--- src/rtl/pipe_pkg.sv ---
// Shared types for the RV32I pipeline hazard controller: FSM state encoding,
// forwarding select encoding and the hard-wired zero register index.
package pipe_pkg;

    typedef enum logic [1:0] {
        RUN      = 2'b00,
        LU_STALL = 2'b01,
        MEM_WAIT = 2'b10
    } hz_state_e;

    typedef enum logic [1:0] {
        FWD_RF  = 2'b00,
        FWD_WB  = 2'b01,
        FWD_MEM = 2'b10
    } fwd_sel_e;

    localparam int REG_X0 = 0;

endpackage

--- src/rtl/fwd_unit.sv ---
// Combinational ALU operand forwarding compare for both EX source operands.
// The MEM-stage result is preferred over WB; x0 is never forwarded.
module fwd_unit
    import pipe_pkg::*;
#(
    parameter int REG_AW = 5
) (
    input  logic [REG_AW-1:0] ex_rs1,
    input  logic [REG_AW-1:0] ex_rs2,
    input  logic [REG_AW-1:0] mem_rd,
    input  logic              mem_ruwr,
    input  logic [REG_AW-1:0] wb_rd,
    input  logic              wb_ruwr,
    output fwd_sel_e          fwd_a,
    output fwd_sel_e          fwd_b
);

    logic [REG_AW-1:0] src [2];
    fwd_sel_e          sel [2];

    assign src[0] = ex_rs1;
    assign src[1] = ex_rs2;

    genvar gi;
    for (gi = 0; gi < 2; gi++) begin : g_op
        logic mem_hit;
        logic wb_hit;

        assign mem_hit = mem_ruwr && (mem_rd != REG_AW'(REG_X0)) && (mem_rd == src[gi]);
        assign wb_hit  = wb_ruwr  && (wb_rd  != REG_AW'(REG_X0)) && (wb_rd  == src[gi]);
        assign sel[gi] = mem_hit ? FWD_MEM : (wb_hit ? FWD_WB : FWD_RF);
    end

    assign fwd_a = sel[0];
    assign fwd_b = sel[1];

endmodule

--- src/rtl/pipeline_hazard_ctrl.sv ---
// Hazard/sequencing controller for the 5-stage RV32I core: forwarding, load-use
// stalls, redirect flushes and DM-wait freeze with timeout. Optional perf counters: HAZARD_PERF_CNT_EN.
module pipeline_hazard_ctrl
    import pipe_pkg::*;
#(
    parameter int REG_AW       = 5,
    parameter int WAIT_TIMEOUT = 16
`ifdef HAZARD_PERF_CNT_EN
    ,parameter int CNT_W       = 32
`endif
) (
    input  logic              clk,
    input  logic              rst_n,
    input  logic [REG_AW-1:0] id_rs1,
    input  logic [REG_AW-1:0] id_rs2,
    input  logic              id_use_rs1,
    input  logic              id_use_rs2,
    input  logic [REG_AW-1:0] ex_rd,
    input  logic              ex_ruwr,
    input  logic              ex_dmrd,
    input  logic              ex_redirect,
    input  logic [REG_AW-1:0] ex_rs1,
    input  logic [REG_AW-1:0] ex_rs2,
    input  logic [REG_AW-1:0] mem_rd,
    input  logic [REG_AW-1:0] wb_rd,
    input  logic              mem_ruwr,
    input  logic              wb_ruwr,
    input  logic              mem_dm_req,
    input  logic              dm_ready,
    output logic [1:0]        fwd_a,
    output logic [1:0]        fwd_b,
    output logic              pc_en,
    output logic              ifid_en,
    output logic              idex_en,
    output logic              exmem_en,
    output logic              memwb_en,
    output logic              ifid_flush,
    output logic              idex_flush,
    output logic              dm_abort,
`ifdef HAZARD_PERF_CNT_EN
    output logic [CNT_W-1:0]  perf_stall_cnt,
    output logic [CNT_W-1:0]  perf_flush_cnt,
    output logic [CNT_W-1:0]  perf_wait_cnt,
`endif
    output logic [1:0]        state_o
);

    localparam int CW = $clog2(WAIT_TIMEOUT + 1);

    hz_state_e     state_q, state_d;
    logic [CW-1:0] cnt_q, cnt_d;
    logic          dm_abort_q, dm_abort_d;
    logic [4:0]    en;
    logic [1:0]    fl;
    logic          lu, mw, run_rules, lu_chk;
    fwd_sel_e      fwd_a_w, fwd_b_w;

    fwd_unit #(.REG_AW(REG_AW)) u_fwd (
        .ex_rs1   (ex_rs1),
        .ex_rs2   (ex_rs2),
        .mem_rd   (mem_rd),
        .mem_ruwr (mem_ruwr),
        .wb_rd    (wb_rd),
        .wb_ruwr  (wb_ruwr),
        .fwd_a    (fwd_a_w),
        .fwd_b    (fwd_b_w)
    );

    assign fwd_a = rst_n ? fwd_a_w : FWD_RF;
    assign fwd_b = rst_n ? fwd_b_w : FWD_RF;

    assign lu = ex_dmrd && ex_ruwr && (ex_rd != REG_AW'(REG_X0)) &&
                ((id_use_rs1 && (ex_rd == id_rs1)) || (id_use_rs2 && (ex_rd == id_rs2)));
    assign mw = mem_dm_req && !dm_ready;

    always_comb begin
        en        = 5'b11111;
        fl        = 2'b00;
        state_d   = RUN;
        cnt_d     = '0;
        run_rules = 1'b0;
        lu_chk    = 1'b0;
        case (state_q)
            RUN: begin
                run_rules = 1'b1;
                lu_chk    = 1'b1;
            end
            // EX holds the bubble now, so the load-use check would be stale.
            LU_STALL: run_rules = 1'b1;
            MEM_WAIT: begin
                // The abort has already been signalled; it wins even if dm_ready arrives late.
                if (dm_abort_q) begin
                    en = 5'b00011;
                end else if (!dm_ready) begin
                    en      = 5'b00000;
                    state_d = MEM_WAIT;
                    cnt_d   = cnt_q + 1'b1;
                end else begin
                    run_rules = 1'b1;
                    lu_chk    = 1'b1;
                end
            end
            default: ;
        endcase
        if (run_rules) begin
            if (mw) begin
                en      = 5'b00000;
                state_d = MEM_WAIT;
                cnt_d   = CW'(1);
            end else if (ex_redirect) begin
                fl = 2'b11;
            end else if (lu_chk && lu) begin
                en      = 5'b00111;
                fl      = 2'b01;
                state_d = LU_STALL;
            end
        end
        if (!rst_n) begin
            en = 5'b00000;
            fl = 2'b11;
        end
    end

    // Registered one cycle ahead so the pulse lines up with the WAIT_TIMEOUT-th wait cycle.
    assign dm_abort_d = (state_d == MEM_WAIT) && (cnt_d == CW'(WAIT_TIMEOUT));

    always_ff @(posedge clk or negedge rst_n) begin
        if (!rst_n) begin
            state_q    <= RUN;
            cnt_q      <= '0;
            dm_abort_q <= 1'b0;
        end else begin
            state_q    <= state_d;
            cnt_q      <= cnt_d;
            dm_abort_q <= dm_abort_d;
        end
    end

    assign {pc_en, ifid_en, idex_en, exmem_en, memwb_en} = en;
    assign {ifid_flush, idex_flush} = fl;
    assign dm_abort = dm_abort_q;
    assign state_o  = state_q;

`ifdef HAZARD_PERF_CNT_EN
    always_ff @(posedge clk or negedge rst_n) begin
        if (!rst_n) begin
            perf_stall_cnt <= '0;
            perf_flush_cnt <= '0;
            perf_wait_cnt  <= '0;
        end else begin
            if (state_q == LU_STALL && perf_stall_cnt != '1)
                perf_stall_cnt <= perf_stall_cnt + 1'b1;
            // Outside reset only a redirect raises ifid_flush.
            if (ifid_flush && perf_flush_cnt != '1)
                perf_flush_cnt <= perf_flush_cnt + 1'b1;
            if (state_q == MEM_WAIT && perf_wait_cnt != '1)
                perf_wait_cnt <= perf_wait_cnt + 1'b1;
        end
    end
`endif

endmodule

--- config.mk ---
export PLATFORM = sky130hd
export DESIGN_NAME = pipeline_hazard_ctrl
export DESIGN_NICKNAME = d
export VERILOG_FILES = /design/src/rtl/pipe_pkg.sv /design/src/rtl/fwd_unit.sv /design/src/rtl/pipeline_hazard_ctrl.sv
export SDC_FILE = /design/constraint.sdc
export NUM_CORES = 1
export LEC_CHECK = 0
export BUFFER_PORTS_ARGS = -buffer_cell sky130_fd_sc_hd__buf_2
export CELL_PAD_IN_SITES_DETAIL_PLACEMENT = 2
export CELL_PAD_IN_SITES_GLOBAL_PLACEMENT = 2
export CORE_MARGIN = 3
export CORE_UTILIZATION = 22
export DETAILED_ROUTE_END_ITERATION = 10
export PLACE_DENSITY_LB_ADDON = 0.1
export SLEW_MARGIN = 20
export SYNTH_ARGS = -nofsm -noshare
export SYNTH_HDL_FRONTEND = slang
export SYNTH_SLANG_ARGS = --single-unit
--- constraint.sdc ---
create_clock -name clk -period 2.2 [get_ports clk]
set_input_delay 0.33 -clock clk [delete_from_list [all_inputs] [get_ports clk]]
set_output_delay 0.33 -clock clk [all_outputs]
set_load 0.01 [all_outputs]
==> impl_metrics.toml <==
[clock_network]
insertion_delay_ns = 0.23
cts.path.max_buffers = 2
htree_levels = 1
clock-sinks = 8
numCtsBuffers = 3
cts_root_buf = "clkbuf_8"
post-cts-setup-buffers = 0
tritoncts = "done"
cts.clk_slew.worst_paths_ns = 0.04

[timing]
tns_ns = 0
min_period_ns = 1.98
relSlewSlack = 0.728
finClkSkew_ns = 0.00412
fmax_mhz = 506
setup_viol = 0
maxSlewViolCount = 0
finalHoldViolations = 0
worstMarginPinSlew_ns = 0.406
fin_crit_sh = 0.899
rsz0062_at_grt = "false"

[route]
drt_iter0_drc = 19
vias = 955
first_pass_iters = 3
viasPerCell = 4.61
ant_nets = 0
drc = 0
wl_per_cell_um = 14.6
totalWireLength_mm = 3.03

[logic_synthesis]
synth_top_family_by_area = "XOR/XNOR gates"
avgSynthCellArea_um2 = 8.50
synth_area_leaders = "xor2_1, dfrtp_1, xnor2_1"
muxShareOfSynthArea = 0
seq_area_frac_synth = 0.236
synth_cell_types = 32
synth_simple_gate_area_frac = 0.247
synth-adder-area-share = 0.0147
synth_compound_gate_area_share = 0.116
yosysWarnings = 0
yosys.area.top_type = "xor2_1"
synth.top_cell.area_share = 0.237
synth-seq-cells = 8
synthXorXnorAreaFrac = 0.351
syn_area_um2 = 850
synthesis.nets = 147
postSynthCellCount = 100

[floorplan]
die_height_um = 68.1
design.core.area_um2 = 3520
fp-row-count = 21
die_width_um = 68.1
start_util = 0.241
dieArea_um2 = 4640
ios = 60

[finish]
fill_cells = 430
syn_to_final_growth_pct = 46.2
diodes = 0
fin_area_um2 = 1240
drive_gt1_frac = 0.410
layout.nets = 210

[place]
place_congestion = 0.748
dpl_cell_area_um2 = 1190
io_buffers = 59
hpwl_mm = 2.70

[setup_path]
cp_slowest_cell = "or4_1"
crit_path_max_incr_delay_ns = 0.53
critPathMostFrequentCell = "buf_2"
arrival_ns = 1.65
startpoint = "mem_rd[0]"
path_depth = 6
start_kind = "input pin"
r2r-start = "dm_abort$_DFF_PN0_"
critical_path_class = "in2out"
crit_chain = "buf_2, or4_1, o21ai_2, nor4_1, nor4_2, buf_2"
r2r_end = "state_o[0]$_DFF_PN0_"
cp-end-kind = "primary output"
critPathMaxFanout = 3
path_buf_inv = 2
reg2reg_setup_slack_ns = 0.80
r2r_cells = 4
critPathRequiredTime_ns = 1.87
endpoint = "fwd_b[0]"
critPathTopFamily = "simple AND/OR/NAND/NOR gates"

[power]
p_seq_frac = 0.315
clkPwrFrac = 0.347
comb_power_share = 0.338
power.density_nw_per_um2 = 411
leakage_uw = 0.000591
p_int_uw = 355
switching_share = 0.305
p_sw_uw = 155
ir_drop_v = 0.000271

[run_status]
status = "completed"

[grt]
first_global_vias = 1018
grt_use_total = 0.132
antenna_found_initial = 0
grt_max_degree = 12
grt_pass1_wl_mm = 4.71
grt-ovfl-total = 0

[worst_hold_path]
hold_path_class = "in2async"

[run]
drv_cap = 0
-- worst reg2reg max path, cell delays in order (launching register included) --
cell and delay [ns]:
dfrtp_1 0.41, nand2b_1 0.16, a211oi_1 0.25, o21ai_1 0.15
nor4_1 0.32
-- cell usage after synthesis (all sizes together) --
cell and number:
xor2 23, xnor2 11, dfrtp 8, nor2 7, nor4 7, nand3 6, o21ai 4, or4 4
and2 3, inv 3, nand2 3, nand2b 3, a211oi 2, buf 2, nor3 2, a21oi 1
a311oi 1, a31oi 1, a32oi 1, clkbuf 1, ha 1, nor2b 1, nor3b 1, o211ai 1
o22ai 1, o311ai 1, o31a 1
-- worst min path at each step --
stage	start	to	slack (ns)	cells after the start
after floorplan	rst_n	cnt_q[0]$_DFF_PN0_	0.03	0
after global placement	rst_n	state_o[1]$_DFF_PN0_	0.14	1
after detailed placement	rst_n	state_o[1]$_DFF_PN0_	0.14	1
after CTS	rst_n	cnt_q[3]$_DFF_PN0_	0.08	2
after global routing	rst_n	cnt_q[3]$_DFF_PN0_	0.10	2
final	rst_n	cnt_q[3]$_DFF_PN0_	0.07	2
-- metal layers --
metal	up-vias	wire, um	share of wire	global-route usage
met5	-	0	0	0
met1	446	1250	0.41	0.165
met3	0	208	0.069	0.0213
li1	477	-	-	-
met2	32	1570	0.52	0.238
met4	0	0	0	0.0223
-- placed cells by master (no fill, tap or decap), types with 3 or more instances in the layout --
| master | netlist | final |
|---|---|---|
| nand2_1 | 3 | 3 |
| buf_2 | 0 | 59 |
| xor2_1 | 23 | 23 |
| dfrtp_1 | 8 | 8 |
| or4_1 | 4 | 4 |
| clkbuf_8 | 0 | 3 |
| nor2_1 | 7 | 7 |
| nand2b_1 | 3 | 3 |
| nor4_1 | 6 | 6 |
| inv_1 | 3 | 3 |
| nand3_1 | 6 | 6 |
| xnor2_1 | 11 | 11 |
-- state kept, by name (all words and copies together), names as in the netlist --
register and count:
cnt_q 5, state_o 2, dm_abort 1
-- cell families after synthesis --
group,after synthesis
and+or+nand+nor,37
xor gates and xnor gates,34
adders and majority gates,1
AOI/OAI and AO/OA,14
DFF,8
buffers and inverters,6
-- power groups by stage --
stage	registers, uW	logic [uW]	clock network (uW)
final	161	173	177
after floorplan	159	86.0	0
after CTS	161	176	183
after global routing	162	195	192
after global placement	162	170	0
after detailed placement	163	174	0
-- metrics by stage --
stage	cells	total power [uW]	hold WS (ns)	worst slack, ns	util
after floorplan	100	245	0.0344	0.286	-
after global routing	207	548	0.101	0.0438	0.353
after detailed placement	203	336	0.139	0.193	0.338
after CTS	207	520	0.0816	0.109	0.353
final	207	510	0.0748	0.223	0.353
after global placement	203	332	0.141	0.237	0.338
-- repair_timing --
item,4_1_cts,5_1_grt
endpoints found under the hold margin,1,0
hold buffers,1,0
setup endpoints to repair,0,1
gates resized for setup,0,1
-- layout make-up --
cell class                      count  area (um^2)  area share
Multi-Input combinational cell     86          619       0.498
Timing Repair Buffer               61          313       0.252
Clock buffer                        3         41.3      0.0332
Sequential cell                     8          200       0.161
Inverter                            3         11.3     0.00906
Tap cell                           46         57.6      0.0463
Note: power is estimated with default switching activity, not from simulation.
